File: src/rtl/bias_result_serializer_pkg.sv
// Shared accelerator constants and FSM state type for the biased-result serializer.
package bias_result_serializer_pkg;

    localparam int unsigned NUM    = 25;
    localparam int unsigned AB_BW  = 25;
    localparam int unsigned OUT_BW = 8;
    localparam int unsigned IDX_BW = 5;

    typedef enum logic {
        IDLE = 1'b0,
        SEND = 1'b1
    } state_t;

endpackage

File: src/rtl/requant_clamp.sv
// Round-half-up arithmetic right shift of one signed biased result, then ReLU and
// saturation to an unsigned OUT_BW-bit value.
module requant_clamp #(
    parameter int unsigned AB_BW  = bias_result_serializer_pkg::AB_BW,
    parameter int unsigned OUT_BW = bias_result_serializer_pkg::OUT_BW,
    parameter int unsigned SH_BW  = bias_result_serializer_pkg::IDX_BW
) (
    input  logic [AB_BW-1:0]  i_x,
    input  logic [SH_BW-1:0]  i_shift,
    output logic [OUT_BW-1:0] o_y
);

    logic signed [AB_BW:0] w_round;
    logic signed [AB_BW:0] w_sum;
    logic signed [AB_BW:0] w_shr;

    always_comb begin
        w_round = '0;
        if (i_shift != '0) begin
            w_round = (AB_BW+1)'(1) << (i_shift - SH_BW'(1));
        end
        // One extra bit of headroom so adding the rounding constant cannot overflow.
        w_sum = $signed({i_x[AB_BW-1], i_x}) + w_round;
        w_shr = w_sum >>> i_shift;

        if (w_shr[AB_BW]) begin
            o_y = '0;
        end else if (|w_shr[AB_BW-1:OUT_BW]) begin
            o_y = '1;
        end else begin
            o_y = w_shr[OUT_BW-1:0];
        end
    end

endmodule

File: src/rtl/bias_result_serializer.sv
// Captures NUM biased results in parallel and streams them out one quantized element per
// ready/valid handshake, in index order.
module bias_result_serializer #(
    parameter int unsigned NUM    = bias_result_serializer_pkg::NUM,
    parameter int unsigned AB_BW  = bias_result_serializer_pkg::AB_BW,
    parameter int unsigned OUT_BW = bias_result_serializer_pkg::OUT_BW
) (
    input  logic                                         clk,
    input  logic                                         rst,
    input  logic                                         i_valid,
    output logic                                         o_ready,
    input  logic [NUM*AB_BW-1:0]                         i_acc_bias,
    input  logic [bias_result_serializer_pkg::IDX_BW-1:0] i_shift,
    output logic                                         o_valid,
    input  logic                                         i_ready,
    output logic [OUT_BW-1:0]                            o_data,
    output logic [bias_result_serializer_pkg::IDX_BW-1:0] o_idx,
    output logic                                         o_last
);

    import bias_result_serializer_pkg::*;

    localparam logic [IDX_BW-1:0] LAST_IDX = IDX_BW'(NUM - 1);

    state_t            r_state;
    logic              r_ready;
    logic              r_valid;
    logic              r_last;
    logic [IDX_BW-1:0] r_idx;
    logic [IDX_BW-1:0] r_shift;
    logic [AB_BW-1:0]  r_data [NUM];

    logic              w_capture;
    logic [IDX_BW-1:0] w_idx_next;
    logic [AB_BW-1:0]  w_sel;
    logic [OUT_BW-1:0] w_q;

    assign w_capture  = (r_state == IDLE) && i_valid;
    assign w_idx_next = r_idx + IDX_BW'(1);
    assign w_sel      = r_data[r_idx];

    // Capture registers carry no reset; they are only read after a capture fills them.
    always_ff @(posedge clk) begin
        if (w_capture) begin
            for (int k = 0; k < NUM; k++) begin
                r_data[k] <= i_acc_bias[k*AB_BW +: AB_BW];
            end
            r_shift <= i_shift;
        end
    end

    always_ff @(posedge clk) begin
        if (rst) begin
            r_state <= IDLE;
            r_ready <= 1'b1;
            r_valid <= 1'b0;
            r_idx   <= '0;
            r_last  <= 1'b0;
        end else begin
            case (r_state)
                IDLE: begin
                    if (i_valid) begin
                        r_state <= SEND;
                        r_ready <= 1'b0;
                        r_valid <= 1'b1;
                        r_idx   <= '0;
                        r_last  <= (NUM == 1);
                    end
                end
                SEND: begin
                    if (i_ready) begin
                        if (r_idx == LAST_IDX) begin
                            r_state <= IDLE;
                            r_ready <= 1'b1;
                            r_valid <= 1'b0;
                            r_idx   <= '0;
                            r_last  <= 1'b0;
                        end else begin
                            r_idx  <= w_idx_next;
                            r_last <= (w_idx_next == LAST_IDX);
                        end
                    end
                end
            endcase
        end
    end

    requant_clamp #(
        .AB_BW (AB_BW),
        .OUT_BW(OUT_BW),
        .SH_BW (IDX_BW)
    ) u_requant_clamp (
        .i_x    (w_sel),
        .i_shift(r_shift),
        .o_y    (w_q)
    );

    assign o_ready = r_ready;
    assign o_valid = r_valid;
    assign o_idx   = r_idx;
    assign o_last  = r_last;
    // Masked outside SEND so stale or unset capture contents never reach the port.
    assign o_data  = r_valid ? w_q : '0;

endmodule

File: config.mk
export PLATFORM = sky130hd
export DESIGN_NAME = bias_result_serializer
export DESIGN_NICKNAME = d
export VERILOG_FILES = /design/src/rtl/bias_result_serializer_pkg.sv /design/src/rtl/requant_clamp.sv /design/src/rtl/bias_result_serializer.sv
export SDC_FILE = /design/constraint.sdc
export NUM_CORES = 1
export LEC_CHECK = 0
export ABC_CLOCK_PERIOD_IN_PS = 36800
export BUFFER_PORTS_ARGS = -buffer_cell sky130_fd_sc_hd__buf_2
export CAP_MARGIN = 5
export CELL_PAD_IN_SITES_DETAIL_PLACEMENT = 0
export CELL_PAD_IN_SITES_GLOBAL_PLACEMENT = 1
export CORE_ASPECT_RATIO = 0.9
export CORE_UTILIZATION = 23
export CTS_CLUSTER_DIAMETER = 30
export DETAILED_ROUTE_END_ITERATION = 10
export GPL_ROUTABILITY_DRIVEN = 0
export PLACE_DENSITY = 0.53
export REMOVE_ABC_BUFFERS = 1
export SYNTH_ARGS = -nofsm -noshare
export SYNTH_HDL_FRONTEND = slang
export SYNTH_HIERARCHICAL = 1
export SYNTH_SLANG_ARGS = --single-unit
export TNS_END_PERCENT = 10
File: constraint.sdc
create_clock -name clk -period 36.8 [get_ports clk]
set_clock_uncertainty 0.2 [all_clocks]
set_input_delay 7.36 -clock clk [delete_from_list [all_inputs] [get_ports clk]]
set_output_delay 7.36 -clock clk [all_outputs]
set_load 0.05 [all_outputs]
==> metrics, run 1 <==
outcome complete, no violations; EDFF count, synth 630; Syn Inst Count 1615; DPL Wire Length 64600 µm; post-route setup slack 21130 ps; CTS tree built; Critical Path Fanout Max 42; dpl ws 21740 ps; largest net degree at the start of global routing 82; routed len/inst 22.1 µm; DR vias/cell 4.43; Max Buffers Root-to-Sink 3; most frequent cells in the layout buf_2, edfxtp_1, clkbuf_16; CTS H-Tree Depth 4; Crit-path slowest cell a221oi_1; Die W 370 µm; initial antenna violation count 19; Worst Path Required 29240 ps; Final Max Tran Viols 0; sequential area share after synthesis 0.684; top_reg_cell synth edfxtp_1; Reg clk slew, reported paths 40 ps; RSZ-0062 raised after global routing false; period utilization 0.426; hold crit path type reg -> reg; Final Hold Fails 0; GRT overflow 0; Layout Nets 3011; Adder-Cell Fraction of Synth Area 0.0132; R2R cell count 5; Leak 13.8 nW; Synth cell types 97; Synth Area in XOR/XNOR 0.00749; critical path startpoint category flip-flop; drt initial violations 1007; post-route minimum period 15670 ps; vias in the first global route 19900; Port-buffer cells 649; Yosys reg bits 644; CP endpoint kind output pin; # resized after CTS 0; Initial Util 0.232; Post-CTS Setup Repair Bufs 0; Rel. slew slack 0.233; post-synthesis mux area share 0.151; io pins 650; Worst Hold End o_last; DRT Wirelength 90000 µm; Reg-to-Reg Start r_state; FMAX 63.8 MHz; Total GRT Usage 0.144; Clock Sinks 644; slack of the worst reg-to-reg path 32200 ps; later-pin clock latency in the skew report 750 ps; Site Rows 121; core area 0.121 mm²; First-pass DRT Iterations 5; synth-to-layout area growth 36.7%; PwrDens 62.7 mW/mm²; Max VDD drop 0.0000350 V; chip height 333 µm; DRC Markers 0; Syn. warnings 6; Hold Path Stages 2; Worst path max stage delay 810 ps; setup TNS 0 ps; Worst EP arrival 8110 ps; Root Driver clkbuf_16; CTS Hold Buffers Added 0; setup violators final 0; Synth Area in Compound Gates 0.0734; commonest non-fill, non-tap cell in the layout buf_2; Die ar. 0.123 mm²; share of layout cells above drive strength 1 0.451; Hold Crit Start o_last; Netlist Area Pre-Place 0.0281 mm²; worst slew pin tran 1150 ps; Syn Area/Cell 17.4 µm²; main combinational cell family by area after synthesis multiplexers; Critical R2R Capture r_data[15][5]; Max-Cap Viols 0; final antenna-violating net count 0; global-route wire length before repair 130000 µm; TritonCTS buffer count 148; asr flop ratio synth 0; vias 18100; kind of critical path reg -> out; Post-Synth Simple-Gate Area 0.0503; Cell Chain, Critical Path buf_4 -> buf_4 -> mux4_2 -> mux2_2 -> o22ai_1 -> a221oi_1 -> ha_1 -> nand2_1 -> nor4_1 -> a22oi_1 -> nand4_1 -> xor2_1 -> o211ai_1 -> a211o_1 -> o221a_1 -> a31oi_2 -> nor4b_1 -> a221oi_1 -> and2_1 -> buf_2
worst max-delay path, delay by kind of cell (launching register included):
family	cells	cell delay, ps
buffers and inverters	3	1580
multiplexers	2	520
flip-flops	1	550
adder cells (fa/ha/maj)	1	550
XOR/XNOR	1	380
AND/OR/NAND/NOR	5	1010
AO/OA/AOI/OAI	8	2590
flip-flops by register name, indices dropped and copies added, names as in the netlist, named ones only:
| signal | count |
|---|---|
| o_last | 1 |
| r_data | 625 |
| o_idx | 5 |
| r_state | 1 |
| o_valid | 1 |
| r_shift | 5 |
| o_ready | 1 |
cells in the mapped netlist, types with 9 or more instances:
cell        n  area [µm²]
o22a_1     14         123
a221oi_1   16         140
o21ai_0    43         215
and2_1     16         100
clkbuf_1   38         143
o211ai_1   12        90.1
a21oi_1    64         320
buf_2      28         140
o21ai_1    10        50.1
inv_1      15        56.3
a211oi_1   24         180
ha_1       28         350
xor2_1     13         114
nand2b_1    9        56.3
dfxtp_1    14         280
mux2_2     29         327
xnor2_1    11        96.3
mux2i_1    59         591
o22ai_1    16         100
edfxtp_1  630       18900
nor3_1     20         100
buf_4      12        90.1
nand2_1    78         293
mux4_2    145        3270
nand4_1    11        68.8
a31oi_1    10        62.6
nand3_1    13        65.1
nor2_1     80         300
nor2b_1    15        93.8
cell families (layout without fill, tap and decap cells):
group	count (synthesis)	after routing
buf+inv	109	966
simple gates	281	281
other cells	0	9
mux	235	235
flops	644	644
fa+ha+maj	29	29
xor+xnor	24	24
compound gates	293	293
metrics by stage:
step / power, mW / instance area, µm² / hold slack (ps) / instances / util
after floorplan: 1.01 / 27500 / 330 / 1522 / -
after global placement: 1.03 / 33000 / 255 / 3797 / 0.273
after detailed placement: 1.04 / 33000 / 275 / 3797 / 0.273
after CTS: 2.44 / 38400 / 281 / 4071 / 0.317
after global routing: 2.49 / 38400 / 296 / 4078 / 0.317
final: 2.41 / 38400 / 274 / 4080 / 0.317
area by class of cell:
cell class                      instances  area, µm²
Multi-Input combinational cell        862       8300
Clock inverter                        111       1560
Sequential cell                       644      19200
Antenna cell                            9       22.5
Inverter                               16       60.1
Timing Repair Buffer                  676       3460
Clock buffer                          163       3760
Tap cell                             1599       2000
Fill cell                           12000      82600
layer usage:
metal / up-vias / track usage / share of wire
met2: 638 / 0.248 / 0.52
met3: 153 / 0.0430 / 0.065
met4: 14 / 0.0482 / 0.020
li1: 8181 / - / -
met5: - / 0 / 0.0011
met1: 9080 / 0.171 / 0.40
how the worst max path moves through the flow:
stage,startpoint,endpoint,slack [ps],depth (start not counted)
after floorplan,i_valid,flip-flop,-1620,4
after global placement,flip-flop,o_data[3],21880,19
after detailed placement,flip-flop,o_data[3],21740,19
after CTS,flip-flop,o_data[3],20880,19
after global routing,flip-flop,o_data[1],20370,19
final,flip-flop,o_data[3],21130,20
report_power, final:
part	switching [mW]	internal, mW	total, mW
Combinational	0.0872	0.0673	0.155
Clock	0.443	0.941	1.38
Sequential	0.0118	0.857	0.869
Power figures use the tool's default switching activity.
==> run 2, diff against run 1 <==
Settings changed: ABC_AREA from default to 1, ABC_CLOCK_PERIOD_IN_PS 36800 to 16300, PLACE_DENSITY 0.53 to 0.54.
Clock period 36.8 ns to 16.3 ns, I/O delays scaled along.
==> metrics, run 2 <==
Syn Area/Cell 9.45 µm² (-46%); chip height 349 µm (+4.6%); Initial Util 0.233 (+0.00107); synth-to-layout area growth 34.5%; Syn. warnings 6 (unchanged); global-route wire length before repair 157000 µm (+21%); core area 0.132 mm² (+9.0%); Synth area leaders edfxtp_1, nand2_1, nand3_1; final core occ 0.314 (-0.00370); Buf+Inv Stages, Crit Path 7 (+4); Fillers 13800 (+15%); Post-Layout Cell Count 5828 (+43%); DRT Wirelength 108000 µm (+20%); hold crit path type reg -> reg; main combinational cell family by area after synthesis simple AND/OR/NAND/NOR gates; CP most frequent cell nand2_1; Clock Sinks 644 (unchanged); Reg clk slew, reported paths 40 ps (about the same); initial antenna violation count 15 (-4); later-pin clock latency in the skew report 750 ps (about the same); DR vias/cell 4.20 (-5.2%); worst slew pin tran 1240 ps (+84.9 ps); Site Rows 126 (+4.1%); design area 0.0413 mm² (+7.7%); vias in the first global route 24900 (+25%); Syn Inst Count 3251 (+100%); Yosys reg bits 644 (unchanged); share of layout cells above drive strength 1 0.245 (-0.206); setup violators final 0 (unchanged); Critical Path Fanout Max 80 (+90%); outcome complete, no violations; Root Driver clkbuf_16; FMAX 95.1 MHz; Max VDD drop 0.0000919 V (+160%); EDFF count, synth 630 (unchanged); Synth Area in XOR/XNOR 0.00285 (-0.00464); post-synthesis mux area share 0 (-0.151); Worst EP arrival 7050 ps (-1060 ps); Max Buffers Root-to-Sink 3 (unchanged); largest net degree at the start of global routing 165 (+100%); Final Hold Fails 0 (unchanged); Leak 18.7 nW (+35%); Die W 387 µm (+4.6%); post-route minimum period 10510 ps; io pins 650 (unchanged); Worst Path Required 12840 ps (-16400 ps); asr flop ratio synth 0 (unchanged); Rel. slew slack 0.176 (-0.0566); period utilization 0.645; leading area contributor after synthesis edfxtp_1; final antenna-violating net count 0 (unchanged); Post-CTS Setup Repair Bufs 0 (unchanged); Placed Cells 5503 (+45%); most common cell in the netlist nand2_1; top cells by count, synth nand2_1, edfxtp_1, nand3_1; Netlist Area Pre-Place 0.0307 mm² (+9.5%); CTS tree built; sequential area share after synthesis 0.625 (-0.0591); most frequent cells in the layout nand2_1, buf_2, edfxtp_1; Post-DP Area 0.0355 mm² (+7.4%); vias 24500 (+35%); Crit-path slowest cell buf_4; Total GRT Usage 0.157 (+0.0127); # resized after CTS 0 (unchanged); Die ar. 0.135 mm² (+9.4%); Synth cell types 43 (-56%); most flop-heavy register r_data; Adder-Cell Fraction of Synth Area 0.0121 (-0.00114); drt initial violations 1509 (+50%); First-pass DRT Iterations 5 (unchanged); DPL Wire Length 73300 µm (+13%); CTS Hold Buffers Added 0 (unchanged); TritonCTS buffer count 168 (+14%); family with the most delay on the worst path simple AND/OR/NAND/NOR gates; Synth Area in Compound Gates 0.0125 (-0.0609); CP endpoint kind output pin; commonest non-fill, non-tap cell in the layout nand2_1; top_reg_cell synth edfxtp_1; Worst path max stage delay 800 ps (about the same); RSZ-0062 raised after global routing false; CTS H-Tree Depth 4 (unchanged); Max-Cap Viols 0 (unchanged); PwrDens 141 mW/mm² (+130%); max reg flops 625 (unchanged); GRT overflow 0 (unchanged); routed len/inst 18.5 µm (-16%); Yosys top cell area share 0.616 (-0.0582); DRC Markers 0 (unchanged); critical path startpoint category flip-flop; kind of critical path reg -> out; Port-buffer cells 649 (unchanged); Final Max Tran Viols 0 (unchanged); Layout Nets 4608 (+53%); Post-Synth Simple-Gate Area 0.261 (+0.211)
-- run 2: cell types whose count changed in the layout (fill, tap and decap cells not counted), moves of 24 or more --
cell      change
nand2_1    +1036
mux2_2       -29
mux4_2      -145
mux2i_1      -59
inv_1       +437
nor2_1       +32
or2_2        +31
a21oi_1      -37
a211oi_1     -24
nand3_1     +567
-- run 2: report_power, final --
| part | leakage [nW] | switching (mW) | total, mW | internal (mW) |
|---|---|---|---|---|
| Combinational | 9.77 | 0.322 | 0.480 | 0.158 |
| Clock | 2.80 | 1.05 | 3.38 | 2.33 |
| Sequential | 6.13 | 0.0306 | 1.99 | 1.96 |
-- run 2: worst paths after layout --
kind	to	slack, ps	depth (start not counted)	from
max	o_data[4]	5790	37	flip-flop
min	o_last	260	2	o_last
max reg2reg	r_data[1][9]	11880	6	r_state
min reg2reg	o_last	260	2	o_last
-- run 2: area by class of cell --
cell class | instances | area [µm²] | area share
Timing Repair Buffer | 676 | 3480 | 0.0841
Antenna cell | 14 | 35.0 | 0.000848
Clock buffer | 191 | 4360 | 0.106
Multi-Input combinational cell | 1993 | 8860 | 0.214
Inverter | 462 | 1760 | 0.0427
Clock inverter | 120 | 1450 | 0.0351
Tap cell | 1728 | 2160 | 0.0523
Sequential cell | 644 | 19200 | 0.465
-- run 2: kinds of logic after synthesis --
logic type,Yosys count
compound gates,68
xor+xnor,10
fa+ha+maj,29
buf+inv,614
flops,644
simple gates,1886
-- run 2: tightest hold or removal path: stages (launching register included) --
cell,delay [ps]
dfxtp_1,300
nand2_1,60
a21oi_1,50
-- run 2: routing by layer --
layer  track usage  wire (µm)  part of all wire
met4        0.0442       1900             0.018
met5             0         82           0.00076
met1         0.200      47100              0.44
met3        0.0391       6480             0.060
met2         0.263      52300              0.48
-- run 2: stage by stage --
step | power [mW] | TNS, ps | setup slack, ps | hold slack (ps)
finish | 5.84 | 0 | 5790 | 263
global route | 6.07 | 0 | 5070 | 289
CTS | 5.92 | 0 | 5600 | 261
detailed placement | 2.50 | 0 | 6480 | 254
global placement | 2.50 | 0 | 6460 | 258
floorplan | 2.36 | -266650 | -1630 | 318
